**config.mk**
```make
export PLATFORM = sky130hd
export DESIGN_NAME = soc_ram_sp_ctl
export DESIGN_NICKNAME = d
export VERILOG_FILES = /design/src/rtl/soc_ram_pkg.sv /design/src/rtl/soc_ram_clear_seq.sv /design/src/rtl/soc_ram_sp_ctl.sv
export SDC_FILE = /design/constraint.sdc
export NUM_CORES = 2
export LEC_CHECK = 0
export ABC_AREA = 1
export BUFFER_PORTS_ARGS = -buffer_cell sky130_fd_sc_hd__buf_2
export CAP_MARGIN = 25
export CORE_MARGIN = 10
export CORE_UTILIZATION = 30
export CTS_CLUSTER_DIAMETER = 50
export DETAILED_ROUTE_END_ITERATION = 6
export PLACE_DENSITY_LB_ADDON = 0.25
export SKIP_LAST_GASP = 1
export SLEW_MARGIN = 20
export SYNTH_ARGS = -nofsm -noshare
export SYNTH_HDL_FRONTEND = slang
export SYNTH_SLANG_ARGS = --single-unit
```
**constraint.sdc**
```tcl
create_clock -name ram_clk -period 7.6 [get_ports ram_clk]
set_clock_uncertainty 0.15 [all_clocks]
set_input_delay 0.38 -clock ram_clk [delete_from_list [all_inputs] [get_ports ram_clk]]
set_output_delay 0.38 -clock ram_clk [all_outputs]
set_load 0.005 [all_outputs]
```
**src/rtl/soc_ram_pkg.sv**
```systemverilog
// Shared types and constants for the single-port SoC RAM controller and its
// clear sequencer.
package soc_ram_pkg;

  localparam int RDW_WRITE_FIRST = 0;
  localparam int RDW_READ_FIRST  = 1;

  typedef enum logic {
    IDLE  = 1'b0,
    CLEAR = 1'b1
  } ram_state_t;

  // Word-index width; at least one bit so a single-word RAM still has a counter.
  function automatic int addr_width(input int depth);
    return (depth > 1) ? $clog2(depth) : 1;
  endfunction

endpackage

```
**src/rtl/soc_ram_clear_seq.sv**
```systemverilog
// Post-reset zero-fill sequencer: walks every word once, then idles until the
// next reset. busy_o is high for the whole walk.
module soc_ram_clear_seq
  import soc_ram_pkg::*;
#(
  parameter  int DEPTH      = 128,
  parameter  int INIT_CLEAR = 1,
  localparam int CW         = addr_width(DEPTH)
) (
  input  logic          clk_i,
  input  logic          srst_i,
  output logic          busy_o,
  output logic          clr_we_o,
  output logic [CW-1:0] clr_addr_o
);

  localparam logic [CW-1:0] LAST_ADDR = CW'(DEPTH - 1);

  ram_state_t    state_q, state_d;
  logic [CW-1:0] cnt_q, cnt_d;

  always_ff @(posedge clk_i) begin
    if (srst_i) begin
      state_q <= (INIT_CLEAR != 0) ? CLEAR : IDLE;
      cnt_q   <= '0;
    end else begin
      state_q <= state_d;
      cnt_q   <= cnt_d;
    end
  end

  always_comb begin
    state_d = state_q;
    cnt_d   = cnt_q;
    case (state_q)
      CLEAR: begin
        if (cnt_q == LAST_ADDR) begin
          state_d = IDLE;
          cnt_d   = '0;
        end else begin
          cnt_d = cnt_q + 1'b1;
        end
      end
      default: begin
        state_d = IDLE;
      end
    endcase
  end

  always_comb begin
    busy_o     = (state_q == CLEAR);
    clr_we_o   = (state_q == CLEAR);
    clr_addr_o = cnt_q;
  end

endmodule

```
**src/rtl/soc_ram_sp_ctl.sv**
```systemverilog
// Single-port synchronous RAM with byte-lane write enables, selectable
// read-during-write policy, optional output stage and post-reset clear.
module soc_ram_sp_ctl
  import soc_ram_pkg::*;
#(
  parameter  int ADDR_MSB   = 6,
  parameter  int MEM_SIZE   = 256,
  parameter  int DATA_WIDTH = 16,
  parameter  int RDW_MODE   = 0,
  parameter  int OUT_REG    = 0,
  parameter  int INIT_CLEAR = 1,
  localparam int NB         = DATA_WIDTH / 8,
  localparam int DEPTH      = MEM_SIZE / NB
) (
  input  logic                  ram_clk,
  input  logic                  ram_rst,
  input  logic [ADDR_MSB:0]     ram_addr,
  input  logic                  ram_cen,
  input  logic [NB-1:0]         ram_wen,
  input  logic [DATA_WIDTH-1:0] ram_din,
  output logic [DATA_WIDTH-1:0] ram_dout,
  output logic                  ram_busy,
  output logic                  ram_err
);

  localparam int AW = addr_width(DEPTH);
  localparam bit READ_FIRST = (RDW_MODE == RDW_READ_FIRST);
  // One extra bit so DEPTH itself is representable when it equals 2**(ADDR_MSB+1).
  localparam logic [ADDR_MSB+1:0] DEPTH_A = (ADDR_MSB + 2)'(DEPTH);

  logic                  clr_we;
  logic [AW-1:0]         clr_addr;
  logic                  access;
  logic                  in_range;
  logic                  rd_en;
  logic [AW-1:0]         mem_addr;
  logic [NB-1:0]         lane_we;
  logic [DATA_WIDTH-1:0] wdata;
  logic [DATA_WIDTH-1:0] rd_word;
  logic                  err_q;

  soc_ram_clear_seq #(
    .DEPTH      (DEPTH),
    .INIT_CLEAR (INIT_CLEAR)
  ) u_clear_seq (
    .clk_i      (ram_clk),
    .srst_i     (ram_rst),
    .busy_o     (ram_busy),
    .clr_we_o   (clr_we),
    .clr_addr_o (clr_addr)
  );

  assign access   = ~ram_cen & ~ram_busy;
  assign in_range = ({1'b0, ram_addr} < DEPTH_A);
  assign rd_en    = access & in_range & ~ram_rst;

  // The sequencer owns the array port while busy; reset suppresses every write.
  always_comb begin
    mem_addr = AW'(ram_addr);
    lane_we  = '0;
    wdata    = ram_din;
    if (!ram_rst) begin
      if (ram_busy) begin
        mem_addr = clr_addr;
        lane_we  = {NB{clr_we}};
        wdata    = '0;
      end else if (rd_en) begin
        lane_we = ~ram_wen;
      end
    end
  end

  for (genvar gi = 0; gi < NB; gi++) begin : g_lane
    logic [7:0] mem [DEPTH];
    logic [7:0] rd_lane_q;

    always_ff @(posedge ram_clk) begin
      if (lane_we[gi]) begin
        mem[mem_addr] <= wdata[8*gi +: 8];
      end
    end

    // Written lanes bypass the array in write-first mode; unwritten lanes
    // always return their stored byte.
    always_ff @(posedge ram_clk) begin
      if (ram_rst) begin
        rd_lane_q <= '0;
      end else if (rd_en) begin
        if (!READ_FIRST && !ram_wen[gi]) begin
          rd_lane_q <= ram_din[8*gi +: 8];
        end else begin
          rd_lane_q <= mem[mem_addr];
        end
      end
    end

    assign rd_word[8*gi +: 8] = rd_lane_q;
  end

  if (OUT_REG != 0) begin : g_out_reg
    logic                  rd_vld_q;
    logic [DATA_WIDTH-1:0] pipe_q;

    always_ff @(posedge ram_clk) begin
      if (ram_rst) begin
        rd_vld_q <= 1'b0;
        pipe_q   <= '0;
      end else begin
        rd_vld_q <= rd_en;
        if (rd_vld_q) begin
          pipe_q <= rd_word;
        end
      end
    end

    assign ram_dout = pipe_q;
  end else begin : g_no_out_reg
    assign ram_dout = rd_word;
  end

  always_ff @(posedge ram_clk) begin
    if (ram_rst) begin
      err_q <= 1'b0;
    end else begin
      err_q <= access & ~in_range;
    end
  end

  assign ram_err = err_q;

endmodule

```
[After elaboration in Yosys (flattened, before gate mapping)]
Memory sizes are Yosys's and may differ from the RTL's. A register that Yosys moved wholly into a read port is not among the register bits.
Index checks and enable logic that the tools add are counted.
W data, S select, Z words.
Word-level totals
  flip-flop bits (word level): 8
  bits in writable memories: 2048
  input port bits: 28
  word-level logic and storage cells: 26
  memories kept: 2
  output and inout port bits: 18
Operators by class
  bitwise gates (word level): 6
  muxes and demuxes: 14
  equal/unequal tests: 1
  add/subtract/negate cells: 1
Memories
  g_lane[0].mem: words 128, width 8, read ports 1, clocked after memory_dff 1, write ports 1, RTL line soc_ram_sp_ctl.sv:74  | logic [7:0] mem [DEPTH];
  g_lane[1].mem: words 128, width 8, read ports 1, clocked after memory_dff 1, write ports 1, RTL line soc_ram_sp_ctl.sv:74
Operators with widths (number)
  $mux W16: 2
  $mux W7: 3
  $add A7 B1 Y7 const B: 1
  $eq A7 B7 Y1 const B: 1
  $mux W1: 6
  $mux W2: 3
  $not A1 Y1: 3
  $and A1 B1 Y1: 2
  $not A2 Y2: 1

[Logic depth before layout (Yosys ltp)]
  depth after elaboration: 8
  gate-level depth with buffers: 19
  gate-level depth less buffers: 15

[Hierarchy]
A second synthesis with hierarchy kept.
Second synthesis, totals
  cell total of the unflattened synthesis: 8251
  area total of the unflattened synthesis: 88994.1 um^2
By module, submodules not included
  soc_ram_sp_ctl: cells each 8200, instances 1, area an instance 88615.0 um^2, sequential area each 61819.3 um^2
  soc_ram_clear_seq: cells each 51, instances 1, area an instance 379.1 um^2, sequential area each 160.2 um^2

[Worst setup path after synthesis]
OpenSTA, ideal clock, no wires.
  kind: input to register
  start: input port ram_rst
  end: memory g_lane[0].mem[0][4], data pin
  path slack: 4485 ps
  data required time: 6964 ps
  cell stages on the path: 6
  library setup time: 486 ps
  data arrival time: 2479 ps
  path buffers: 2
  path through: inv_2 -> nand2_4 -> buf_2 -> buf_1 -> nand2_1 -> inv_1
On the way
  cells in the longest elaborated chain, start to end: 1
RTL lines
  start: declaration: RTL line soc_ram_sp_ctl.sv:16  | input logic ram_rst,
  $mux W16: RTL line soc_ram_sp_ctl.sv:62  | if (!ram_rst) begin
  named net wdata[4]: RTL line soc_ram_sp_ctl.sv:38  | logic [DATA_WIDTH-1:0] wdata;
  end: declaration: RTL line soc_ram_sp_ctl.sv:74
The timed path passes the listed nets, and every way through them passes these cells.

[Worst setup path after layout]
  start: register u_clear_seq.state_q (netlist: u_clear_seq.busy_o)
  end: register g_lane[0].rd_lane_q[7] (read register of g_lane[0].mem)
On the way
  cells in the longest elaborated chain, start to end: 3
  elaborated cells on any way between the ends: 5
  classes of those cells: mux: 2; bitwise: 3
RTL lines
  start: declaration: RTL line soc_ram_clear_seq.sv:19  | ram_state_t state_q, state_d;
  start signal: assignment: RTL line soc_ram_clear_seq.sv:24  | state_q <= (INIT_CLEAR != 0) ? CLEAR : IDLE;
  start signal: assignment: RTL line soc_ram_clear_seq.sv:27  | state_q <= state_d;
  $not A1 Y1: RTL line soc_ram_sp_ctl.sv:53  | assign access = ~ram_cen & ~ram_busy;
  $and A1 B1 Y1: RTL line soc_ram_sp_ctl.sv:53
  $and A1 B1 Y1: RTL line soc_ram_sp_ctl.sv:55  | assign rd_en = access & in_range & ~ram_rst;
  end: declaration: RTL line soc_ram_sp_ctl.sv:75  | logic [7:0] rd_lane_q;
Several ways; a longest one is shown, not always the timed one.
A chain may end at the register's enable or synchronous reset.

==> flow_summary.toml <==
[grt]
grt_util_all_layers_pct = 15.7
antenna_found_initial = 10
grt_pass1_wl_um = 392000
grt_max_degree = 194
overflow = 0
grt_pass1_vias = 60700

[logic_synthesis]
netlist_instances = 9056
yosysMostFrequentCell = "nand2_1"
syn-cell-area_um2 = 91200
yosysTopAreaCell = "edfxtp_1"
netlist-cell-type-count = 32
synthArstFlopShare_pct = 0
synth_top_area_share_pct = 67.4
ys_top_cells_by_area = "edfxtp_1 (67%), nand2_1 (10%), inv_1 (7.6%)"
synth_area_per_cell_um2 = 10.1
syn-num-nets = 9085
ys_seq_area_share_pct = 67.9
ys_ff_latch = 2072
synth_edf_count = 2048
ys_top_cells_by_count = "nand2_1 (2,543), edfxtp_1 (2,048), inv_1 (1,857)"
synthFlopType = "edfxtp_1"
yosysWarningCount = 0

[worst_hold_path]
hp-class = "primary input to register"
worstHoldStart = "ram_din[13]"

[pwr]
p_leak_uw = 0.0442
peakVddDrop_v = 0.000196
pwr_density_cell_nw_per_um2 = 261

[detailed_routing]
ant_nets = 0
wl_per_cell_um = 19.8
vias = 60900
wl_um = 263000
viasPerCell = 4.57
firstDrtPassIters = 5
drc_errors = 0
drt_first_iter_violations = 5106

[placed_design]
preCtsSetupSlack_ns = 2.37
place.gp.congestion = 0.844
place_hpwl_um = 150000
placement.io_buffers = 44

[setup_path]
path_class = "register to register"
r2r_start = "u_clear_seq.busy_o"
crit_path_end_kind = "register"
path_delay_family = "simple AND/OR/NAND/NOR gates"
critPathLaunchType = "register"
required_ns = 8.25
critPathLaunch = "u_clear_seq.busy_o"
max_stage_delay_ns = 0.75
cp_slowest_cell = "nand2_8"
crit_top_cell = "nand2_1"
cp.arrival_ns = 6.19
crit_chain = "nand3_2 -> nand2_8 -> buf_12 -> nand2_1 -> nand3_1 -> nand2_1 -> nor2_1 -> nor2_1 -> nor2_1 -> nand2_1 -> nand2_1 -> nand2_1 -> o21ai_1 -> a21oi_1 -> dlygate4sd3_1"
path_max_fanout = 192
crit_buf_inv = 2

[final_layout]
drive_gt1_share_pct = 8.57
nNetsFinal = 9186
fin_util_pct = 34.7
area.growth.synth_to_final_pct = 15.3

[timing]
worst_slack_ns = 2.06
tightest_slew_ns = 1.26
rsz0062_at_grt = "false"
fin_setup_tns_ns = 0
min_period_ns = 5.54
setup_viol = 0
maxSlewHeadroom_pct = 15.7
min_period_over_period_pct = 72.9
fmaxAchievable_mhz = 180
drv_slew = 0
hold_violations = 0

[floorplan]
die_x_um = 571
die_height_um = 571
core_um2 = 303000
ioPinCount = 46
dieArea_um2 = 327000
start_util_pct = 30.1
num_rows = 202

[clock_network]
clock_sinks = 2072
cts_buffers = 275
cts_tree = "done"
ctsLongestPathBuffers = 4
cts_max_level = 5
clk_latency_ns = 0.94
path_clk_slew_ns = 0.06
cts-resized-gates = 0
clockRootBuffer = "clkbuf_16"
postCtsSetupBuffers = 0

[run]
drv_cap = 0

[outcome]
outcome = "finished, final reports clean"
==> worst min-delay path, cell delays in order <==
cell	delay, ns
buf_2	0.11
nand2_1	0.16
inv_6	0.26
==> layout by cell type, fill, tap and decap left out, drive strengths merged, types with 24 or more instances in the layout <==
master       netlist  layout
edfxtp          2048    2048
inv             1861    1877
a21oi             36      36
buf              369     205
clkbuf            84     359
dfxtp             24      24
bufinv             0      26
nor2             733     733
dlygate4sd3        0      38
clkinv             0      81
nand2           2546    2546
nand3            806     806
nor3             258     258
o211ai           144     144
o21ai            120     120
==> path summary, 6_finish.rpt <==
path / endpoint / slack, ns / cells past startpoint
max reg2reg: g_lane[0].rd_lane_q[7] / 2.06 / 15
min reg2reg: u_clear_seq.clr_addr_o[6] / 0.35 / 2
max: g_lane[0].rd_lane_q[7] / 2.06 / 15
min: g_lane[1].mem[12][5] / 0.11 / 3
==> registers in the layout (all words and copies together), names as in the netlist <==
signal                  flops
g_lane.mem               2048
u_clear_seq.busy_o          1
u_clear_seq.clr_addr_o      7
g_lane.rd_lane_q           16
==> power breakdown <==
part	leakage (uW)	switching, uW	total [uW]	internal (uW)
combinational	0.0211	1790	2280	485
clock	0.00422	4880	12500	7640
sequential	0.0189	8.80	12600	12600
==> metal layers <==
metal	routed length, um	vias to the layer above	GRT usage [%]
met5	13	-	0
met4	8360	2	5.00
met3	15100	474	2.47
met2	126000	1775	26.7
met1	114000	29700	20.7
li1	-	29000	-
==> through the flow <==
| stage | total power (uW) | hold slack (ns) | cells | area, um2 |
|---|---|---|---|---|
| after floorplan | 14200 | 0.301 | 9056 | 91200 |
| after global placement | 15100 | 0.328 | 12700 | 94900 |
| after detailed placement | 15100 | 0.340 | 12700 | 95200 |
| after CTS | 27600 | 0.0892 | 13200 | 104000 |
| after global routing | 28300 | 0.118 | 13300 | 105000 |
| final | 27400 | 0.108 | 13300 | 105000 |
==> timing repair <==
item	4_1_cts	5_1_grt
endpoints found under the setup margin	0	0
hold endpoints to repair	24	0
hold buffers	38	0
==> kinds of logic (layout without fill, tap and decap cells) <==
logic type / count (synthesis) / in the layout / synth area share [%]
compound gates: 302 / 302 / 2.06
xor+xnor: 2 / 2 / 0.0192
fa+ha+maj: 1 / 1 / 0.0137
buf+inv: 2314 / 2603 / 10.4
flops: 2072 / 2072 / 67.9
other cells: 1 / 4 / 0.00411
simple gates: 4364 / 4364 / 19.5
==> area by class of cell <==
cell class                 count  area, um2
fill                       30400     198000
sequential                  2072      62000
multi-input combinational   4670      20500
clock buffer                 325       7180
inverter                    1861       7070
tap                         3978       4980
timing repair buffer         277       1990
clock inverter               140       1510
antenna                        3       7.51
(Power assumes the default switching activity.)
